**config.mk**
```make
export PLATFORM = sky130hd
export DESIGN_NAME = predictor_gshare_bht
export DESIGN_NICKNAME = d
export VERILOG_FILES = /design/src/rtl/predictor_gshare_bht.sv
export SDC_FILE = /design/constraint.sdc
export NUM_CORES = 1
export LEC_CHECK = 0
export ABC_AREA = 1
export ABC_CLOCK_PERIOD_IN_PS = 12100
export CAP_MARGIN = 20
export CELL_PAD_IN_SITES_DETAIL_PLACEMENT = 0
export CELL_PAD_IN_SITES_GLOBAL_PLACEMENT = 1
export CORE_AREA = 2 2 286 288
export DETAILED_ROUTE_END_ITERATION = 8
export DIE_AREA = 0 0 288 290
export PLACE_DENSITY = 0.72
export SLEW_MARGIN = 0
export SYNTH_ARGS = -nofsm -noshare
export SYNTH_HDL_FRONTEND = slang
export SYNTH_SLANG_ARGS = --single-unit
```
**constraint.sdc**
```tcl
create_clock -name cpu_clk -period 12.1 [get_ports cpu_clk]
set_input_delay 2.42 -clock cpu_clk [delete_from_list [all_inputs] [get_ports cpu_clk]]
set_output_delay 2.42 -clock cpu_clk [all_outputs]
set_load 0.1 [all_outputs]
```
**src/rtl/predictor_gshare_bht.sv**
```systemverilog
// Two-level branch predictor: a table of saturating counters indexed by the fetch PC
// combined with a speculative global history register.
//
// Ports:
//   cpu_clk, cpu_rstn         core clock, asynchronous active-low reset
//   flush_req                 re-initialise the counter table and clear the history
//   init_busy                 high while the table-initialisation sweep runs
//   pred_req, next_pc         fetch consumes a prediction for next_pc this cycle
//   pred_taken, pred_counter  predicted direction and raw counter (forced 0 while busy)
//   pred_ghr                  history used for this prediction, travels with the branch
//   branch_*_ex               EX-stage resolution: valid, taken, predicted, PC, GHR snapshot
//   mispredict_ex             resolved direction differs from the predicted one
module predictor_gshare_bht #(
  parameter int unsigned ENTRY_NUM  = 256,
  parameter int unsigned IDX_WIDTH  = $clog2(ENTRY_NUM),
  parameter int unsigned GHR_WIDTH  = 8,
  parameter int unsigned CNT_WIDTH  = 2,
  parameter int unsigned INDEX_MODE = 1,
  parameter int unsigned ADDR_WIDTH = 32
) (
  input  logic                  cpu_clk,
  input  logic                  cpu_rstn,
  input  logic                  flush_req,
  output logic                  init_busy,
  input  logic                  pred_req,
  input  logic [ADDR_WIDTH-1:0] next_pc,
  output logic                  pred_taken,
  output logic [CNT_WIDTH-1:0]  pred_counter,
  output logic [GHR_WIDTH-1:0]  pred_ghr,
  input  logic                  branch_ex,
  input  logic                  branch_taken_ex,
  input  logic                  branch_pred_ex,
  input  logic [ADDR_WIDTH-1:0] branch_pc_ex,
  input  logic [GHR_WIDTH-1:0]  branch_ghr_ex,
  output logic                  mispredict_ex
);

  typedef enum logic {StInit, StIdle} state_e;

  localparam logic [CNT_WIDTH-1:0] Wnt     = {1'b0, {(CNT_WIDTH-1){1'b1}}};
  localparam logic [CNT_WIDTH-1:0] Cmax    = {CNT_WIDTH{1'b1}};
  localparam logic [IDX_WIDTH-1:0] LastIdx = IDX_WIDTH'(ENTRY_NUM - 1);

  state_e                state_q, state_d;
  logic [IDX_WIDTH-1:0]  init_idx_q, init_idx_d;
  logic [GHR_WIDTH-1:0]  spec_ghr_q, spec_ghr_d;
  logic [CNT_WIDTH-1:0]  cnt_mem [ENTRY_NUM];

  logic [IDX_WIDTH-1:0]  ridx, widx, mem_widx;
  logic [CNT_WIDTH-1:0]  rd_cnt, wr_cur, upd_cnt, mem_wdata;
  logic                  mem_we;
  logic [GHR_WIDTH:0]    ghr_shift, ghr_repair;
  logic                  unused_pc_bits;

  // Mode 0 places the history above the low PC bits; mode 1 folds it into them (gshare).
  function automatic logic [IDX_WIDTH-1:0] calc_idx(input logic [ADDR_WIDTH-1:0] pc,
                                                    input logic [GHR_WIDTH-1:0]  ghr);
    logic [IDX_WIDTH-1:0] pc_bits;
    logic [IDX_WIDTH-1:0] ghr_ext;
    pc_bits = pc[IDX_WIDTH+1:2];
    ghr_ext = IDX_WIDTH'(ghr);
    if (INDEX_MODE == 0) begin
      return (ghr_ext << (IDX_WIDTH - GHR_WIDTH)) |
             (pc_bits & ({IDX_WIDTH{1'b1}} >> GHR_WIDTH));
    end else begin
      return pc_bits ^ ghr_ext;
    end
  endfunction

  assign unused_pc_bits = ^{next_pc[ADDR_WIDTH-1:IDX_WIDTH+2], next_pc[1:0],
                            branch_pc_ex[ADDR_WIDTH-1:IDX_WIDTH+2], branch_pc_ex[1:0]};

  // Read path
  assign ridx          = calc_idx(next_pc, spec_ghr_q);
  assign rd_cnt        = cnt_mem[ridx];
  assign init_busy     = (state_q == StInit);
  assign pred_counter  = init_busy ? '0 : rd_cnt;
  assign pred_taken    = pred_counter[CNT_WIDTH-1];
  assign pred_ghr      = spec_ghr_q;
  assign mispredict_ex = branch_ex && (branch_taken_ex != branch_pred_ex);

  // Update path: same hash on the snapshot so the update lands where the prediction came from
  assign widx   = calc_idx(branch_pc_ex, branch_ghr_ex);
  assign wr_cur = cnt_mem[widx];

  always_comb begin
    upd_cnt = wr_cur;
    if (branch_taken_ex) begin
      if (wr_cur != Cmax) upd_cnt = wr_cur + 1'b1;
    end else begin
      if (wr_cur != '0) upd_cnt = wr_cur - 1'b1;
    end
  end

  // Extra MSB is dropped, which also covers the single-bit history case
  assign ghr_shift  = {spec_ghr_q, pred_taken};
  assign ghr_repair = {branch_ghr_ex, branch_taken_ex};

  always_comb begin
    state_d    = state_q;
    init_idx_d = init_idx_q;
    spec_ghr_d = spec_ghr_q;
    mem_we     = 1'b0;
    mem_widx   = init_idx_q;
    mem_wdata  = Wnt;

    case (state_q)
      StInit: begin
        mem_we     = 1'b1;
        // Power-of-two depth: the index wraps back to 0 on the final write
        init_idx_d = init_idx_q + 1'b1;
        if (init_idx_q == LastIdx) state_d = StIdle;
      end
      StIdle: begin
        if (branch_ex && !flush_req) begin
          mem_we    = 1'b1;
          mem_widx  = widx;
          mem_wdata = upd_cnt;
        end
        if (mispredict_ex) begin
          spec_ghr_d = ghr_repair[GHR_WIDTH-1:0];
        end else if (pred_req) begin
          spec_ghr_d = ghr_shift[GHR_WIDTH-1:0];
        end
      end
      default: state_d = StInit;
    endcase

    if (flush_req) begin
      state_d    = StInit;
      init_idx_d = '0;
      spec_ghr_d = '0;
    end
  end

  always_ff @(posedge cpu_clk or negedge cpu_rstn) begin
    if (!cpu_rstn) begin
      state_q    <= StInit;
      init_idx_q <= '0;
      spec_ghr_q <= '0;
    end else begin
      state_q    <= state_d;
      init_idx_q <= init_idx_d;
      spec_ghr_q <= spec_ghr_d;
    end
  end

  // Counter array has no reset; the sweep establishes its contents
  always_ff @(posedge cpu_clk) begin
    if (mem_we) cnt_mem[mem_widx] <= mem_wdata;
  end

endmodule

```
==> Flow_metrics.wiki <==
{| class="wikitable"
! Metric !! Value
|-
| Result of the run || finished clean
|-
| Number of distinct library cells after synthesis || 32
|-
| Slew Viols, Final || 0
|-
| Leftover overflow at the end of global routing || 0
|-
| Cell occurring most often along the worst timing path || sky130_fd_sc_hd__nand3_1
|-
| Sinks on the clock net || 529
|-
| Total number of vias || 24163
|-
| Final setup TNS || 0 ns
|-
| Hold-fix buffer count after cts || 0
|-
| Worst supply voltage drop on vdd || 0.000122 V
|-
| Input/output buffers || 43
|-
| Number of flip-flops and latches in the synthesized netlist || around 530
|-
| Total length of routed wires || 99.5 mm
|-
| Worst min-delay path category || flop to flop
|-
| TritonRoute pass-1 iters || 5
|-
| Worst slew margin || 0.210
|-
| Max Fclk || ~0.11 GHz
|-
| Crit path DAT || about 7.0 ns
|-
| Count of buffering cells on the critical path with inverters included || 4
|-
| Cell Rows || approximately 100
|-
| IO Count || 92
|-
| Die Y-Extent || ~290 microns
|-
| Slowest library cell on the worst path || sky130_fd_sc_hd__clkdlybuf4s50_1
|-
| Resize count post-CTS || 0
|-
| Area share of the largest cell type after synthesis || 0.549
|-
| Setup CP Type || input port to output port
|-
| Average wire per standard cell || 23.1 microns
|-
| Deepest level of the CTS H-tree || 2
|-
| CTS root buf || sky130_fd_sc_hd__clkbuf_16
|-
| Leakage Power || ~11 nW
|-
| Width of the chip || roughly 290 microns
|-
| Kind of end point of the critical path || output port
|-
| Post-synth EDFFs || just over 500
|-
| Buffers from clock root to sink, at most || 3
|-
| TritonCTS clock tree || done
|-
| Maximum single-stage delay on the critical path || roughly 1.2 ns
|-
| 1st-iter DRT viols || ~2700
|-
| Sum of net half-perimeters after detailed placement || 53.3 mm
|-
| Largest net degree at the start of global routing || about 170
|-
| Largest area contributor in the netlist || sky130_fd_sc_hd__edfxtp_1
|-
| Syn_area_per_cell || ~8.5 sq um
|-
| CP delay by family, top || buffers and inverters
|-
| Source-to-sink clock delay at the later pin of the worst-skew pair || roughly 0.63 ns
|-
| GRT Util Overall || 0.234
|-
| Standard cell core area || 80200 sq um
|-
| Dominant cell by count in the synthesized netlist || sky130_fd_sc_hd__nand2_1
|-
| Number of buffers created by CTS || 57
|-
| Antenna Violating Nets Remaining || 0
|-
| Filler cells || slightly above 8000
|-
| Postcts setup bufs || 0
|-
| Min cycle time layout || about 9.4 ns
|-
| Worst path setup slack after routing || around 2.7 ns
|-
| Worst path cell trace || clkdlybuf4s50_1 > inv_1 > nand2_2 > nand2_4 > buf_4 > nand2_1 > nand3_1 > nand3_1 > nand3_1 > nand3_1 > nand3_1 > nand3_1 > nand3_1 > o21ai_0 > nor2_1 > clkdlybuf4s50_1
|-
| Final Hold Viols || 0
|-
| Post-Synthesis Net Count || 3371
|-
| Number of vias per cell || between 5 and 6
|-
| Crit path launch type || input port
|-
| Data required time of the critical path || a little under 10 ns
|-
| Main area contributors after synthesis || sky130_fd_sc_hd__edfxtp_1 55%, sky130_fd_sc_hd__nand3_1 18%, sky130_fd_sc_hd__nand2_1 15%
|-
| Tightest Pin Transition || between 1 and 1.5 ns
|-
| Fraction of final layout cells sized beyond drive strength 1 || 0.0580
|-
| Post-synthesis instance area || roughly 28000 sq um
|-
| Power density relative to cell area || ~140 nW/um^2
|-
| Maximum fanout encountered on the critical timing path || 45
|-
| Portion of the post-synthesis area used by sequential elements || 0.565
|-
| Effective utilization at floorplan || 0.349
|-
| Fraction of the core area covered by cells at the end of the flow || 0.388
|-
| Vias in the first global route || between 20000 and 25000
|-
| Worst Clk Skew || 0.0238 ns
|-
| Worst-case hold slack || between 0.5 and 0.6 ns
|-
| Number of remaining DRC errors || 0
|-
| Finished layout cell area || just over 30000 sq um
|-
| Die area || between 80000 and 90000 sq um
|-
| Final setup violation count || 0
|-
| Syn-to-layout area delta || 11.1%
|-
| Worst-case setup slack after placement || around 2.8 ns
|-
| Final #Nets || between 3000 and 4000
|-
| Count of warnings emitted by yosys || 0
|-
| Post-detailed-placement cell area || a little under 30000 sq um
|-
| Routability cong. || 0.820
|-
| Max-cap viol count || 0
|-
| Unrepaired setup endpoints after global routing || no
|-
| Part of the cycle the worst path needs || 0.777
|-
| First-pass GRT wire length || roughly 150 mm
|-
| Main flop type after synthesis || sky130_fd_sc_hd__edfxtp_1
|-
| Antenna diode count || 0
|-
| Post-synthesis cell count || 3291
|-
| Clock-pin slew on the worst setup and hold paths || 0.06 ns
|-
| Proportion of register bits with asynchronous set or reset after synthesis || 0.0321
|-
| Most numerous cell types in the synthesized netlist || 1082 x sky130_fd_sc_hd__nand2_1, 1025 x sky130_fd_sc_hd__nand3_1, 512 x sky130_fd_sc_hd__edfxtp_1
|-
| Antenna violations before repair || 0
|-
| Minimum setup slack among reg-to-reg paths || around 8.4 ns
|}
## path summary, 6_finish.rpt
| kind | cells after the start | from | end |
|---|---|---|---|
| worst min-delay path | 1 | init_idx_q[3]$_DFFE_PN0P_ | init_idx_q[3]$_DFFE_PN0P_ |
| worst min register to register | 1 | init_idx_q[3]$_DFFE_PN0P_ | init_idx_q[3]$_DFFE_PN0P_ |
| worst max register to register | 12 | cnt_mem[88][0]$_DFFE_PP_ | cnt_mem[81][0]$_DFFE_PP_ |
| worst max-delay path | 16 | next_pc[2] | pred_counter[0] |
| min in group asynchronous | 1 | cpu_rstn | pred_ghr[6]$_DFFE_PN0P_ |
| max in group asynchronous | 1 | cpu_rstn | pred_ghr[4]$_DFFE_PN0P_ |
## stage by stage
| step | total power, W | cells |
|---|---|---|
| floorplan | 0.00234 | 3291 |
| global placement | 0.00255 | 4201 |
| detailed placement | 0.00255 | 4201 |
| CTS | 0.00427 | 4304 |
| global route | 0.00438 | 4304 |
| finish | 0.00426 | 4304 |
## cells by family (layout without fill, tap and decap cells)
group,Yosys count,in the layout,synth area share
compound gates,43,43,0.00943
xor+xnor,16,16,0.00528
fa+ha+maj,1,1,0.000447
buf+inv,290,243,0.0458
flops,529,529,0.565
simple gates,2412,2412,0.374
## sequential cells by signal (all words and copies together), names as in the netlist
name / cells
init_idx_q: 8
cnt_mem: 512
pred_ghr: 8
state_q: 1
## layer usage
layer	global-route usage	wire, microns
met1	0.322	41700
met2	0.379	46400
met3	0.0287	7830
met4	0.0854	3580
met5	0	0
## worst reg2reg max path: stages, from the launching register on
cell and delay (ns):
sky130_fd_sc_hd__edfxtp_1 0.39, sky130_fd_sc_hd__nand2_1 0.08, sky130_fd_sc_hd__nand3_1 0.11, sky130_fd_sc_hd__nand3_1 0.14, sky130_fd_sc_hd__nand3_1 0.10, sky130_fd_sc_hd__nand3_1 0.14
sky130_fd_sc_hd__nand3_1 0.20, sky130_fd_sc_hd__nand3_1 0.19, sky130_fd_sc_hd__nand3_1 0.23, sky130_fd_sc_hd__nand3_1 0.16, sky130_fd_sc_hd__nand3_1 0.12, sky130_fd_sc_hd__nand2_4 0.68
sky130_fd_sc_hd__buf_4 0.78
## where the power goes
group,switching (W),internal [W],total (W)
sequential,0.00000151,0.00198,0.00198
combinational,0.000393,0.000142,0.000535
clock,0.000730,0.00102,0.00175
total,0.00112,0.00314,0.00426
## cell type report
cell class,instances,area [sq um],share of cell area
Multi-Input combinational cell,2472,11100,0.356
Sequential cell,529,15800,0.508
Tap cell,1060,1330,0.0427
Inverter,46,173,0.00556
Clock buffer,77,1510,0.0486
Timing Repair Buffer,94,926,0.0298
Clock inverter,26,294,0.00946
## layout by cell type, fill, tap and decap left out
cell                              count
sky130_fd_sc_hd__edfxtp_1           512
sky130_fd_sc_hd__clkbuf_1            19
sky130_fd_sc_hd__nor2_4               8
sky130_fd_sc_hd__nor2_1             272
sky130_fd_sc_hd__inv_2               12
sky130_fd_sc_hd__nor3_1               2
sky130_fd_sc_hd__nand3_2              4
sky130_fd_sc_hd__o31ai_1              2
sky130_fd_sc_hd__nor2_8               1
sky130_fd_sc_hd__a22oi_1              1
sky130_fd_sc_hd__bufinv_16            7
sky130_fd_sc_hd__clkinvlp_4           1
sky130_fd_sc_hd__clkinv_1            11
sky130_fd_sc_hd__inv_1               34
sky130_fd_sc_hd__nand2_8              1
sky130_fd_sc_hd__o211ai_1             3
sky130_fd_sc_hd__o22ai_1              6
sky130_fd_sc_hd__o21ai_1              2
sky130_fd_sc_hd__buf_12               9
sky130_fd_sc_hd__a31oi_1              1
sky130_fd_sc_hd__clkbuf_8             1
sky130_fd_sc_hd__dfrtp_1             17
sky130_fd_sc_hd__xnor2_2              9
sky130_fd_sc_hd__o21ai_2              6
sky130_fd_sc_hd__o21ai_0             17
sky130_fd_sc_hd__buf_4               42
sky130_fd_sc_hd__a21boi_1             1
sky130_fd_sc_hd__nand3_1           1025
sky130_fd_sc_hd__nor2_2               3
sky130_fd_sc_hd__xnor2_1              5
sky130_fd_sc_hd__a21oi_1              4
sky130_fd_sc_hd__ha_1                 1
sky130_fd_sc_hd__nand2_1           1078
sky130_fd_sc_hd__xor2_4               2
sky130_fd_sc_hd__nand2_2             14
sky130_fd_sc_hd__clkinv_2             7
sky130_fd_sc_hd__clkdlybuf4s50_1     43
sky130_fd_sc_hd__clkbuf_16           57
sky130_fd_sc_hd__nand2_4              4
(Power assumes the default switching activity.)
